--- src/rtl/wb_arb_pkg.sv ---
// Shared types and constants for the round-robin Wishbone arbiter.
// Optional bus watchdog is enabled with `define WB_ARB_WDOG_EN (see wb_rr_arbiter).
package wb_arb_pkg;

  typedef enum logic {
    IDLE = 1'b0,
    BUSY = 1'b1
  } arb_state_e;

  localparam int DEF_AW = 3;
  localparam int DEF_DW = 32;

  // Index width with a floor of one bit so single-master builds still have a pointer.
  function automatic int clog2(input int n);
    int r;
    r = 0;
    while ((1 << r) < n) r++;
    return (r < 1) ? 1 : r;
  endfunction

endpackage

--- src/rtl/wb_rr_pick.sv ---
// Combinational round-robin priority encoder: first requester at or above ptr wins.
module wb_rr_pick
  import wb_arb_pkg::*;
#(
  parameter int NM = 4,
  parameter int PW = clog2(NM)
) (
  input  logic [NM-1:0] req,
  input  logic [PW-1:0] ptr,
  output logic [NM-1:0] win,
  output logic [PW-1:0] idx,
  output logic          valid
);

  // NOTE: every output gets a default before the loop so no path leaves it unassigned (no latch).
  always_comb begin
    win   = '0;
    idx   = '0;
    valid = 1'b0;
    for (int i = 0; i < NM; i++) begin
      int j;
      j = int'(ptr) + i;
      if (j >= NM) j = j - NM;
      if (!valid && req[j]) begin
        valid  = 1'b1;
        win[j] = 1'b1;
        idx    = PW'(j);
      end
    end
  end

endmodule

--- src/rtl/wb_rr_arbiter.sv ---
// Round-robin shared-bus Wishbone arbiter: NM masters, one slave, ownership held while CYC.
// `define WB_ARB_WDOG_EN adds M_ERR_O and a stalled-slave watchdog of WDOG_LIMIT cycles.
module wb_rr_arbiter
  import wb_arb_pkg::*;
#(
  parameter int NM         = 4,
  parameter int AW         = DEF_AW,
  parameter int DW         = DEF_DW,
  parameter int WDOG_LIMIT = 16
) (
  input  logic             CLK_I,
  input  logic             RST_I,
  input  logic [NM-1:0]    M_CYC_I,
  input  logic [NM-1:0]    M_STB_I,
  input  logic [NM-1:0]    M_WE_I,
  input  logic [NM*AW-1:0] M_ADR_I,
  input  logic [NM*DW-1:0] M_DAT_I,
  output logic [NM-1:0]    M_ACK_O,
  output logic [DW-1:0]    M_DAT_O,
  output logic [NM-1:0]    GNT_O,
`ifdef WB_ARB_WDOG_EN
  output logic [NM-1:0]    M_ERR_O,
`endif
  output logic             S_CYC_O,
  output logic             S_STB_O,
  output logic             S_WE_O,
  output logic [AW-1:0]    S_ADR_O,
  output logic [DW-1:0]    S_DAT_O,
  input  logic [DW-1:0]    S_DAT_I,
  input  logic             S_ACK_I
);

  localparam int PW = clog2(NM);

  arb_state_e    state;
  logic [NM-1:0] gnt;
  logic [PW-1:0] own;
  logic [PW-1:0] ptr;

  logic [NM-1:0] pick_win;
  logic [PW-1:0] pick_idx;
  logic          pick_valid;
  logic          busy;
  logic          arb_en;
  logic          stb_raw;
  logic          ack_v;
  logic          wdog_hit;

  wb_rr_pick #(.NM(NM), .PW(PW)) u_pick (
    .req   (M_CYC_I),
    .ptr   (ptr),
    .win   (pick_win),
    .idx   (pick_idx),
    .valid (pick_valid)
  );

  assign busy   = (state == BUSY);
  // Re-arbitrate at the edge where the owner lets go, so handover costs no dead cycle.
  assign arb_en = !busy || !M_CYC_I[own];

  // NOTE: state registers use non-blocking assignments; reset is synchronous, sampled at the edge.
  always_ff @(posedge CLK_I) begin
    if (!RST_I) begin
      state <= IDLE;
      gnt   <= '0;
      own   <= '0;
      ptr   <= '0;
    end else if (arb_en) begin
      if (pick_valid) begin
        state <= BUSY;
        gnt   <= pick_win;
        own   <= pick_idx;
        ptr   <= (pick_idx == PW'(NM - 1)) ? '0 : pick_idx + 1'b1;
      end else begin
        state <= IDLE;
        gnt   <= '0;
      end
    end
  end

  // ACK is qualified by the owner's STB, not its CYC, so a release in the ACK cycle still completes.
  assign stb_raw = busy && M_STB_I[own];
  assign ack_v   = stb_raw && S_ACK_I;

  assign GNT_O   = gnt;
  assign M_DAT_O = S_DAT_I;
  assign M_ACK_O = ack_v ? gnt : '0;
  assign S_CYC_O = busy && M_CYC_I[own];
  assign S_STB_O = stb_raw && !wdog_hit;
  assign S_WE_O  = busy && M_WE_I[own];
  assign S_ADR_O = busy ? M_ADR_I[own*AW +: AW] : '0;
  assign S_DAT_O = busy ? M_DAT_I[own*DW +: DW] : '0;

`ifdef WB_ARB_WDOG_EN
  localparam int WW = clog2(WDOG_LIMIT + 1);
  logic [WW-1:0] wcnt;

  // Reaching the limit requires no ACK this cycle, so ACK always wins a tie.
  assign wdog_hit = stb_raw && !S_ACK_I && (wcnt == WW'(WDOG_LIMIT - 1));
  assign M_ERR_O  = wdog_hit ? gnt : '0;

  always_ff @(posedge CLK_I) begin
    if (!RST_I) begin
      wcnt <= '0;
    end else if (arb_en || S_ACK_I || wdog_hit) begin
      wcnt <= '0;
    end else if (stb_raw) begin
      wcnt <= wcnt + 1'b1;
    end
  end
`else
  logic [31:0] unused_wdog_limit;
  assign unused_wdog_limit = WDOG_LIMIT;
  assign wdog_hit          = 1'b0;
`endif

endmodule

--- config.mk ---
export PLATFORM = sky130hd
export DESIGN_NAME = wb_rr_arbiter
export DESIGN_NICKNAME = d
export VERILOG_FILES = /design/src/rtl/wb_arb_pkg.sv /design/src/rtl/wb_rr_pick.sv /design/src/rtl/wb_rr_arbiter.sv
export SDC_FILE = /design/constraint.sdc
export NUM_CORES = 1
export LEC_CHECK = 0
export ABC_AREA = 1
export CAP_MARGIN = 20
export CORE_AREA = 5 5 99 101
export DETAILED_ROUTE_END_ITERATION = 8
export DIE_AREA = 0 0 104 106
export PLACE_DENSITY = 0.79
export SKIP_CTS_REPAIR_TIMING = 1
export SYNTH_ARGS = -nofsm -noshare
export SYNTH_HDL_FRONTEND = slang
export SYNTH_SLANG_ARGS = --single-unit
--- constraint.sdc ---
create_clock -name CLK_I -period 3.85 [get_ports CLK_I]
set_input_delay 0.77 -clock CLK_I [delete_from_list [all_inputs] [get_ports CLK_I]]
set_output_delay 0.77 -clock CLK_I [all_outputs]
set_load 0.05 [all_outputs]
==> flow_summary.ini <==
[sta]
finalSetupViolations = 0
post-route-min-period_ns = 3.08
hold_viol = 0
fmax_ghz = 0.325
rsz0062_at_grt = false
maxSlewHeadroom = 0.508
worst_pin_slew_ns = 0.736
fin_setup_tns_ns = 0
period_share = 0.800
maxSlewViolCount = 0
finClkSkew_ns = 0.00143

[setup_path]
cp_slowest_stage_delay_ns = 0.51
path_max_fanout = 38
required_ns = 3.08
cp_common_cell = buf_4
start_kind = flip-flop
crit_arrival_ns = 2.31
crit_path_end_kind = primary output
crit_chain = buf_4 > inv_1 > buf_4 > nor2_1 > o21ai_0 > a21oi_1 > buf_12
cp_slowest_cell = dfxtp_2
path_buf_inv = 4
path_class = flip-flop to primary output
crit_family = buffers and inverters

[yosys]
synth_cell_types = 27
yosysTopAreaCell = nor2_1
postSynthCellCount = 454
synth_warnings = 0
yosysTopAreaCellShare = 0.248
syn_nets = 645
synth_seq_cells = 9
synth-seq-area-share = 0.0767
synth_area_um2 = 2350
synth.area.top_cells = nor2_1 (25%), o21ai_0 (16%), buf_4 (10%)
avgSynthCellArea_um2 = 5.17

[cts]
htree_levels = 1
clk_pin_slew_ns = 0.04
cts-buffers-inserted = 3
root_buffer = clkbuf_8
clockBufferDepth = 2
cts_tree = yes
insertion_delay_ns = 0.23
clock_sinks = 9

[power_and_ir_drop]
ir_drop_mv = 0.272
p_comb_frac = 0.899
leakage_nw = 1.90
powerDensity_nw_per_um2 = 657
p_clk_frac = 0.035
switching_share = 0.570
switchingPower_mw = 1.74
pwr-share-seq = 0.066
p_int_mw = 1.31

[drt]
dr.first_iter.drc_count = 199
route.detailed.wl_per_inst_um = 15.5
firstDrtPassIters = 7
vias = 3464
route.met2.wl_um = 5730
drt.antenna.violating_nets = 0
dr_wl_met3_um = 852
wl_um = 11100
vias_per_cell = 4.85
highest_layer = met4
wl_met1_um = 4260
drc = 0

[die]
ioPinCount = 265
dieArea_um2 = 11000
num_rows = 35
initial_core_util = 0.263
core-area_um2 = 8930
die_h_um = 106
die_w_um = 104

[min_path]
hold_path.class = flip-flop to flip-flop

[final_layout]
diodes = 0
area_growth_pct = 97.7
drive_above_1_share = 0.131
instances_no_fill = 714
final_nets = 795

[global_routing]
grt_usage = 0.186
grt_max_degree = 51
grt_pass1_wl_um = 17200
antenna_found_initial = 0
gr-total-overflow = 0
grt_pass1_vias = 3417

[place]
port_buffers = 200
dp.cells = 710
hpwl_um = 9000
place.gp.congestion = 0.887

[job]
drv_cap = 0

[outcome]
status = finished clean
-- Yosys cell counts, drive strengths merged --
library cell / instances
o21ai: 79
nor2: 157
dfxtp: 9
nand4: 3
nand3: 23
a211oi: 1
buf: 45
clkinv: 1
clkbuf: 15
nand2: 46
inv: 21
a22oi: 4
a21oi: 46
ha: 4
-- metal layers --
layer,global-route usage,vias to the layer above
met5,0,-
met4,0.0426,0
met3,0.0461,20
met2,0.334,173
met1,0.222,1522
li1,-,1749
-- worst register-to-register path: cells and delay by family, from the launching register on --
| kind | cells | cell delay [ns] |
|---|---|---|
| simple gates | 7 | 0.53 |
| compound gates | 2 | 0.24 |
| buf+inv | 4 | 0.84 |
| flops | 1 | 0.51 |
-- stage by stage --
stage	hold slack, ns	power, mW	area [µm²]	util	setup WS, ns
after CTS	0.484	3.06	4640	0.520	0.786
after global placement	0.471	2.89	4600	0.515	0.838
final	0.484	3.05	4640	0.520	0.771
after detailed placement	0.475	2.94	4600	0.515	0.791
after global routing	0.518	3.27	4640	0.520	0.537
after floorplan	0.590	1.91	2350	-	0.370
-- placed cells by master, fill, tap and decap left out, types with 7 or more instances in the layout --
cell / count
nor2_1: 155
dfxtp_1: 7
nand3_1: 22
nand2_1: 32
o21ai_0: 77
buf_12: 43
nand2_2: 9
clkdlybuf4s50_1: 158
inv_1: 13
inv_2: 7
a21oi_1: 46
-- path summary, 6_finish.rpt --
kind / start / end / slack (ns) / cells after the start
worst max-delay path: own[1]$_SDFFE_PN0P_ / S_ADR_O[1] / 0.77 / 7
worst min-delay path: GNT_O[2]$_SDFFE_PN0N_ / GNT_O[2]$_SDFFE_PN0N_ / 0.48 / 2
worst min register to register: GNT_O[2]$_SDFFE_PN0N_ / GNT_O[2]$_SDFFE_PN0N_ / 0.48 / 2
worst max register to register: own[1]$_SDFFE_PN0P_ / ptr[1]$_SDFFE_PN0P_ / 1.63 / 13
-- power by group through the flow --
stage / registers (mW) / logic, mW / clock network (mW)
global placement: 0.200 / 2.69 / 0
detailed placement: 0.201 / 2.74 / 0
floorplan: 0.230 / 1.68 / 0
finish: 0.201 / 2.74 / 0.107
global route: 0.207 / 2.95 / 0.116
CTS: 0.200 / 2.75 / 0.111
-- cell type report --
cell class              count  area (µm²)
multi-input cells         363        1710
flip-flops and latches      9         183
repair buffers            205        2470
clock buffers               4        45.0
well taps                 111         139
inverters                  22        91.3
fillers                   852        4290
-- logic make-up (layout without fill, tap and decap cells) --
group | after synthesis | after routing | synth area share
AO/OA/AOI/OAI | 130 | 130 | 0.282
adder cells (fa/ha/maj) | 4 | 4 | 0.0213
flip-flops | 9 | 9 | 0.0767
buffers and inverters | 82 | 231 | 0.194
AND/OR/NAND/NOR | 229 | 229 | 0.426
(Power assumes the default switching activity.)
==> RTL edit 1 (same flow settings) <==
Set the package constant `DEF_DW` to 36 (it was 32).
--- a/src/rtl/wb_arb_pkg.sv
+++ b/src/rtl/wb_arb_pkg.sv
@@ -8,7 +8,7 @@
   } arb_state_e;
 
   localparam int DEF_AW = 3;
-  localparam int DEF_DW = 32;
+  localparam int DEF_DW = 36;
 
   // Index width with a floor of one bit so single-master builds still have a pointer.
   function automatic int clog2(input int n);
Interface: changed (resized M_DAT_I, M_DAT_O, S_DAT_I and S_DAT_O); port bits go from 265 to 293. The function was not compared with the original's and may differ.
==> RTL edit 1 against the original RTL <==
  * Synthesized area grew 4.7%
  * Die area is the same
  * Routed wire length grew 15%
  * Total power grew 5.3%
  * Utilization grew 3.7 points
  * Clock skew grew 1.2 ps
  * Non-clock buffer count grew 22
  * Sequential cell count is the same
  * Worst setup slack lost 150 ps
  * Design area grew 7.0%
  * Critical path type is now in -> out
  * Critical endpoint is now M_ACK_O[1]
  * Highest routed layer unchanged
==> RTL edit 1: results (changes against the original RTL) <==
| Metric | Value |
|---|---|
| Pre-CTS setup slack | `560 ps (was 791 ps)` |
| Largest net degree at the start of global routing | `53 (was 51)` |
| Num CTS Buffers | `3 (unchanged)` |
| Nets | `866 (was 795)` |
| Worst hold path type | `reg -> reg (unchanged)` |
| Vias per cell | `4.98 (was 4.85)` |
| Status | `completed (unchanged)` |
| Share of cells above drive strength 1 | `0.115 (was 0.131)` |
| DR WL/cell | `16.7 um (was 15.5 um)` |
| All-Layer GR Usage | `0.210 (was 0.186)` |
| Antenna Cells | `0 (unchanged)` |
| Clk buf depth | `2 (unchanged)` |
| Post-Synthesis Cells | `489 (was 454)` |
| Max FO, Critical Path | `4 (was 38)` |
| Detailed Place HPWL | `10100 um (was 9000 um)` |
| Placer Congestion | `0.876 (was 0.887)` |
| Arr. time, crit path | `2460 ps (was 2310 ps)` |
| First drt pass iteration count | `6 (was 7)` |
| Syn nets | `701 (was 645)` |
| Seq/Total Area, Yosys | `0.0733 (was 0.0767)` |
| H-Tree Depth | `1 (unchanged)` |
| Worst clock skew | `2.61 ps (was 1.43 ps)` |
| Yosys cell types | `24 (was 27)` |
| Max reg flops | `4` |
| Fillers | `837 (was 852)` |
| CP max stage delay | `450 ps (was 510 ps)` |
| First-pass GRT wire length | `19300 um (was 17200 um)` |
| Clock latency on the worst-skew pair | `230 ps (about the same)` |
| CTS Root Cell | `clkbuf_8 (unchanged)` |
| Synth top area cells | `nor2_1, o21ai_0, a21oi_1 (was nor2_1, o21ai_0, buf_4)` |
| Cell Count, Final, Fillers Out | `764 (was 714)` |
| Crit-path slowest cell | `clkdlybuf4s50_1 (was dfxtp_2)` |
| Most common library cells after synthesis | `nor2_1, o21ai_0, a21oi_1 (unchanged)` |
| Post-route ant nets | `0 (unchanged)` |
| LEAKAGE | `2.02 nW (was 1.90 nW)` |
| FMAX | `310 MHz (was 325 MHz)` |
| FF-to-FF setup slack | `1310 ps (was 1630 ps)` |
| Hold WS | `497 ps (was 484 ps)` |
| Max VDD drop | `0.452 mV (was 0.272 mV)` |
| Initial antenna violation count | `0 (unchanged)` |
| Area of placed instances | `0.00492 mm2 (was 0.00460 mm2)` |
| IO Port Bufs | `220 (was 200)` |
| Placed cell count | `760 (was 710)` |
| Synth warn | `0 (unchanged)` |
| Asr flop ratio synth | `0 (unchanged)` |
| Drc violations | `0 (unchanged)` |
| Slew headroom | `0.551 (was 0.508)` |
| Vias in the first global route | `3464 (was 3417)` |
| Storage element area | `181 um2 (was 183 um2)` |
| Clock transition at the registers of the reported paths | `40 ps (about the same)` |
| Dominant synthesized flop cell | `dfxtp_1 (unchanged)` |
| DR iter-0 viols | `183 (was 199)` |
-- RTL edit 1: changes by cell type in the layout (fill, tap and decap cells not counted), moves of 5 or more --
| cell | unedited run | this run |
|---|---|---|
| a21oi_1 | 46 | 54 |
| clkdlybuf4s50_1 | 158 | 174 |
| nand3_1 | 22 | 17 |
| nor2_1 | 155 | 173 |
| o21ai_0 | 77 | 84 |
-- RTL edit 1: critical path, delay by kind of cell --
kind                   cells  cell delay (ps)
and+or+nand+nor            4              550
buffers and inverters      2              620
AOI/OAI and AO/OA          2              510
-- RTL edit 1: logic make-up after synthesis --
kind of cell	Yosys count	share of synthesized area
AOI/OAI and AO/OA	145	0.302
xor gates and xnor gates	1	0.00356
adders and majority gates	5	0.0254
buffers and inverters	88	0.192
DFF	9	0.0733
and+or+nand+nor	241	0.404
-- RTL edit 1: final cells by class --
| cell class | count | share of cell area |
|---|---|---|
| multi-input cells | 392 | 0.363 |
| repair buffers | 227 | 0.546 |
| inverters | 21 | 0.0169 |
| flip-flops and latches | 9 | 0.0365 |
| well taps | 111 | 0.0279 |
| clock buffers | 4 | 0.00906 |
-- RTL edit 1: worst paths after layout --
path / startpoint / to / cells after the start
max: M_STB_I[2] / M_ACK_O[1] / 8
min: GNT_O[0] / GNT_O[0] / 2
max reg2reg: ptr[0] / ptr[1] / 13
min reg2reg: GNT_O[0] / GNT_O[0] / 2
-- RTL edit 1: report_power, final --
group | switching [mW] | internal [mW]
combinational | 1.75 | 1.18
clock | 0.0376 | 0.0722
sequential | 0.0379 | 0.133
total | 1.83 | 1.38
-- RTL edit 1: layer usage --
layer,part of all wire,track usage,wire length (um)
met1,0.40,0.269,5070
met4,0.014,0.0278,176
met5,0,0,0
met2,0.50,0.367,6430
met3,0.084,0.0492,1070
==> RTL edit 2 (same flow settings) <==
Made on the original files. Add a define of `WB_ARB_WDOG_EN`.
--- a/src/rtl/wb_rr_arbiter.sv
+++ b/src/rtl/wb_rr_arbiter.sv
@@ -1,5 +1,7 @@
 // Round-robin shared-bus Wishbone arbiter: NM masters, one slave, ownership held while CYC.
 // `define WB_ARB_WDOG_EN adds M_ERR_O and a stalled-slave watchdog of WDOG_LIMIT cycles.
+`define WB_ARB_WDOG_EN
+
 module wb_rr_arbiter
   import wb_arb_pkg::*;
 #(
Function (old outputs only; new: M_ERR_O): same outputs for any inputs over 4 cycles, from zero or initial values and one cycle with RST_I low; that may be too few to reach the edited logic, so the function may still have changed.
==> RTL edit 2 against the original RTL <==
  * Sequential cell count grew 5
  * Maximum frequency shrank 3.2%
  * Die area unchanged
  * Critical path depth up 1
  * Synthesized cell count increased by 7.7%
  * Critical endpoint is now S_STB_O
  * First-iteration DRC count fell by 8.5%
  * Total power up 4.7%
  * Worst setup slack got worse by 100 ps
  * Synthesized area grew 11%
  * Routed wire length increased by 0.39%
  * Clock skew is 3.2 ps higher
  * Sequential power up 26%
  * Design area grew 7.1%
==> RTL edit 2: results (changes against the original RTL) <==
| Metric | Value |
|---|---|
| Worst slew pin tran | `745 ps (was 736 ps)` |
| Worst clock skew | `4.68 ps (was 1.43 ps)` |
| Highest metal used | `met4 (unchanged)` |
| Max VDD drop | `0.252 mV (was 0.272 mV)` |
| Nets | `836 (was 795)` |
| Pre-CTS setup slack | `695 ps (was 791 ps)` |
| First drt pass iteration count | `5 (was 7)` |
| Placer Congestion | `0.910 (was 0.887)` |
| LEAKAGE | `2.01 nW (was 1.90 nW)` |
| All-Layer GR Usage | `0.188 (was 0.186)` |
| Most common library cells after synthesis | `nor2_1, o21ai_0, a21oi_1 (unchanged)` |
| Fillers | `831 (was 852)` |
| Status | `completed (unchanged)` |
| Vias | `3734 (was 3464)` |
| Max FO, Critical Path | `6 (was 38)` |
| DR iter-0 viols | `182 (was 199)` |
| Synth top area cells | `nor2_1, o21ai_0, dfxtp_1 (was nor2_1, o21ai_0, buf_4)` |
| Avg Cell Area, Syn | `5.31 um2 (was 5.17 um2)` |
| Syn nets | `682 (was 645)` |
| First-pass GRT wire length | `17700 um (was 17200 um)` |
| Metal2 WL | `5790 um (was 5730 um)` |
| Arr. time, crit path | `2410 ps (was 2310 ps)` |
| Largest Register | `wcnt` |
| Post-Route M1 WL | `4010 um (was 4260 um)` |
| Share of cells above drive strength 1 | `0.126 (was 0.131)` |
| Seq/Total Area, Yosys | `0.108 (was 0.0767)` |
| Vias in the first global route | `3654 (was 3417)` |
| Asr flop ratio synth | `0 (unchanged)` |
| Detailed Place HPWL | `9070 um (was 9000 um)` |
| Synth warn | `0 (unchanged)` |
| IO Port Bufs | `204 (was 200)` |
| Largest net degree at the start of global routing | `76 (was 51)` |
| Yosys cell types | `30 (was 27)` |
| DR WL/cell | `14.8 um (was 15.5 um)` |
| Vias per cell | `4.96 (was 4.85)` |
| Placed cell count | `749 (was 710)` |
| DR WL met3 | `1070 um (was 852 um)` |
[RTL edit 2: where the power goes]
| part | switching (mW) | leakage, nW | internal, mW |
|---|---|---|---|
| clock network | 0.0495 | 0.0288 | 0.0904 |
| logic | 1.68 | 1.87 | 1.12 |
| registers | 0.0669 | 0.115 | 0.186 |
| total | 1.79 | 2.01 | 1.40 |
[RTL edit 2: path summary, 6_finish.rpt]
kind	startpoint	end	slack [ps]	cells after the start
min	wcnt[4]	wcnt[4]	460	2
max	M_STB_I[2]	S_STB_O	670	8
min reg2reg	wcnt[4]	wcnt[4]	460	2
max reg2reg	own[1]	wcnt[2]	1610	9
[RTL edit 2: cell families (layout without fill, tap and decap cells)]
kind of cell | count (synthesis) | count (layout) | share of synthesized area
buffers and inverters | 87 | 240 | 0.177
xor gates and xnor gates | 2 | 2 | 0.00674
DFF | 14 | 14 | 0.108
and+or+nand+nor | 247 | 247 | 0.418
adders and majority gates | 6 | 6 | 0.0289
AOI/OAI and AO/OA | 133 | 133 | 0.261
[RTL edit 2: layout make-up]
type | instances | share of cell area
Inverter | 28 | 0.0216
Sequential cell | 14 | 0.0566
Tap cell | 111 | 0.0279
Multi-Input combinational cell | 388 | 0.374
Timing Repair Buffer | 208 | 0.509
Clock buffer | 4 | 0.0111
[RTL edit 2: per-layer routing]
metal / vias to the layer above / global-route usage
met3: 18 / 0.0638
met5: - / 0
met4: 0 / 0.0490
met1: 1659 / 0.202
li1: 1863 / -
met2: 194 / 0.350
[RTL edit 2: worst max-delay path: stages]
cell and delay (ps):
clkdlybuf4s50_1 450, nor2_1 50, nor2_1 90, o21ai_0 120
a21oi_2 330, inv_1 170, a21oi_1 250, buf_12 180
[RTL edit 2: metrics by stage]
stage / util / total power [mW] / hold WS [ps] / cell area [um2]
5_1_grt: 0.557 / 3.42 / 494 / 4970
4_1_cts: 0.557 / 3.21 / 462 / 4970
3_5_place_dp: 0.551 / 3.06 / 454 / 4920
3_3_place_gp: 0.551 / 3.00 / 455 / 4920
2_1_floorplan: - / 2.01 / 441 / 2600
6_report: 0.557 / 3.19 / 461 / 4970
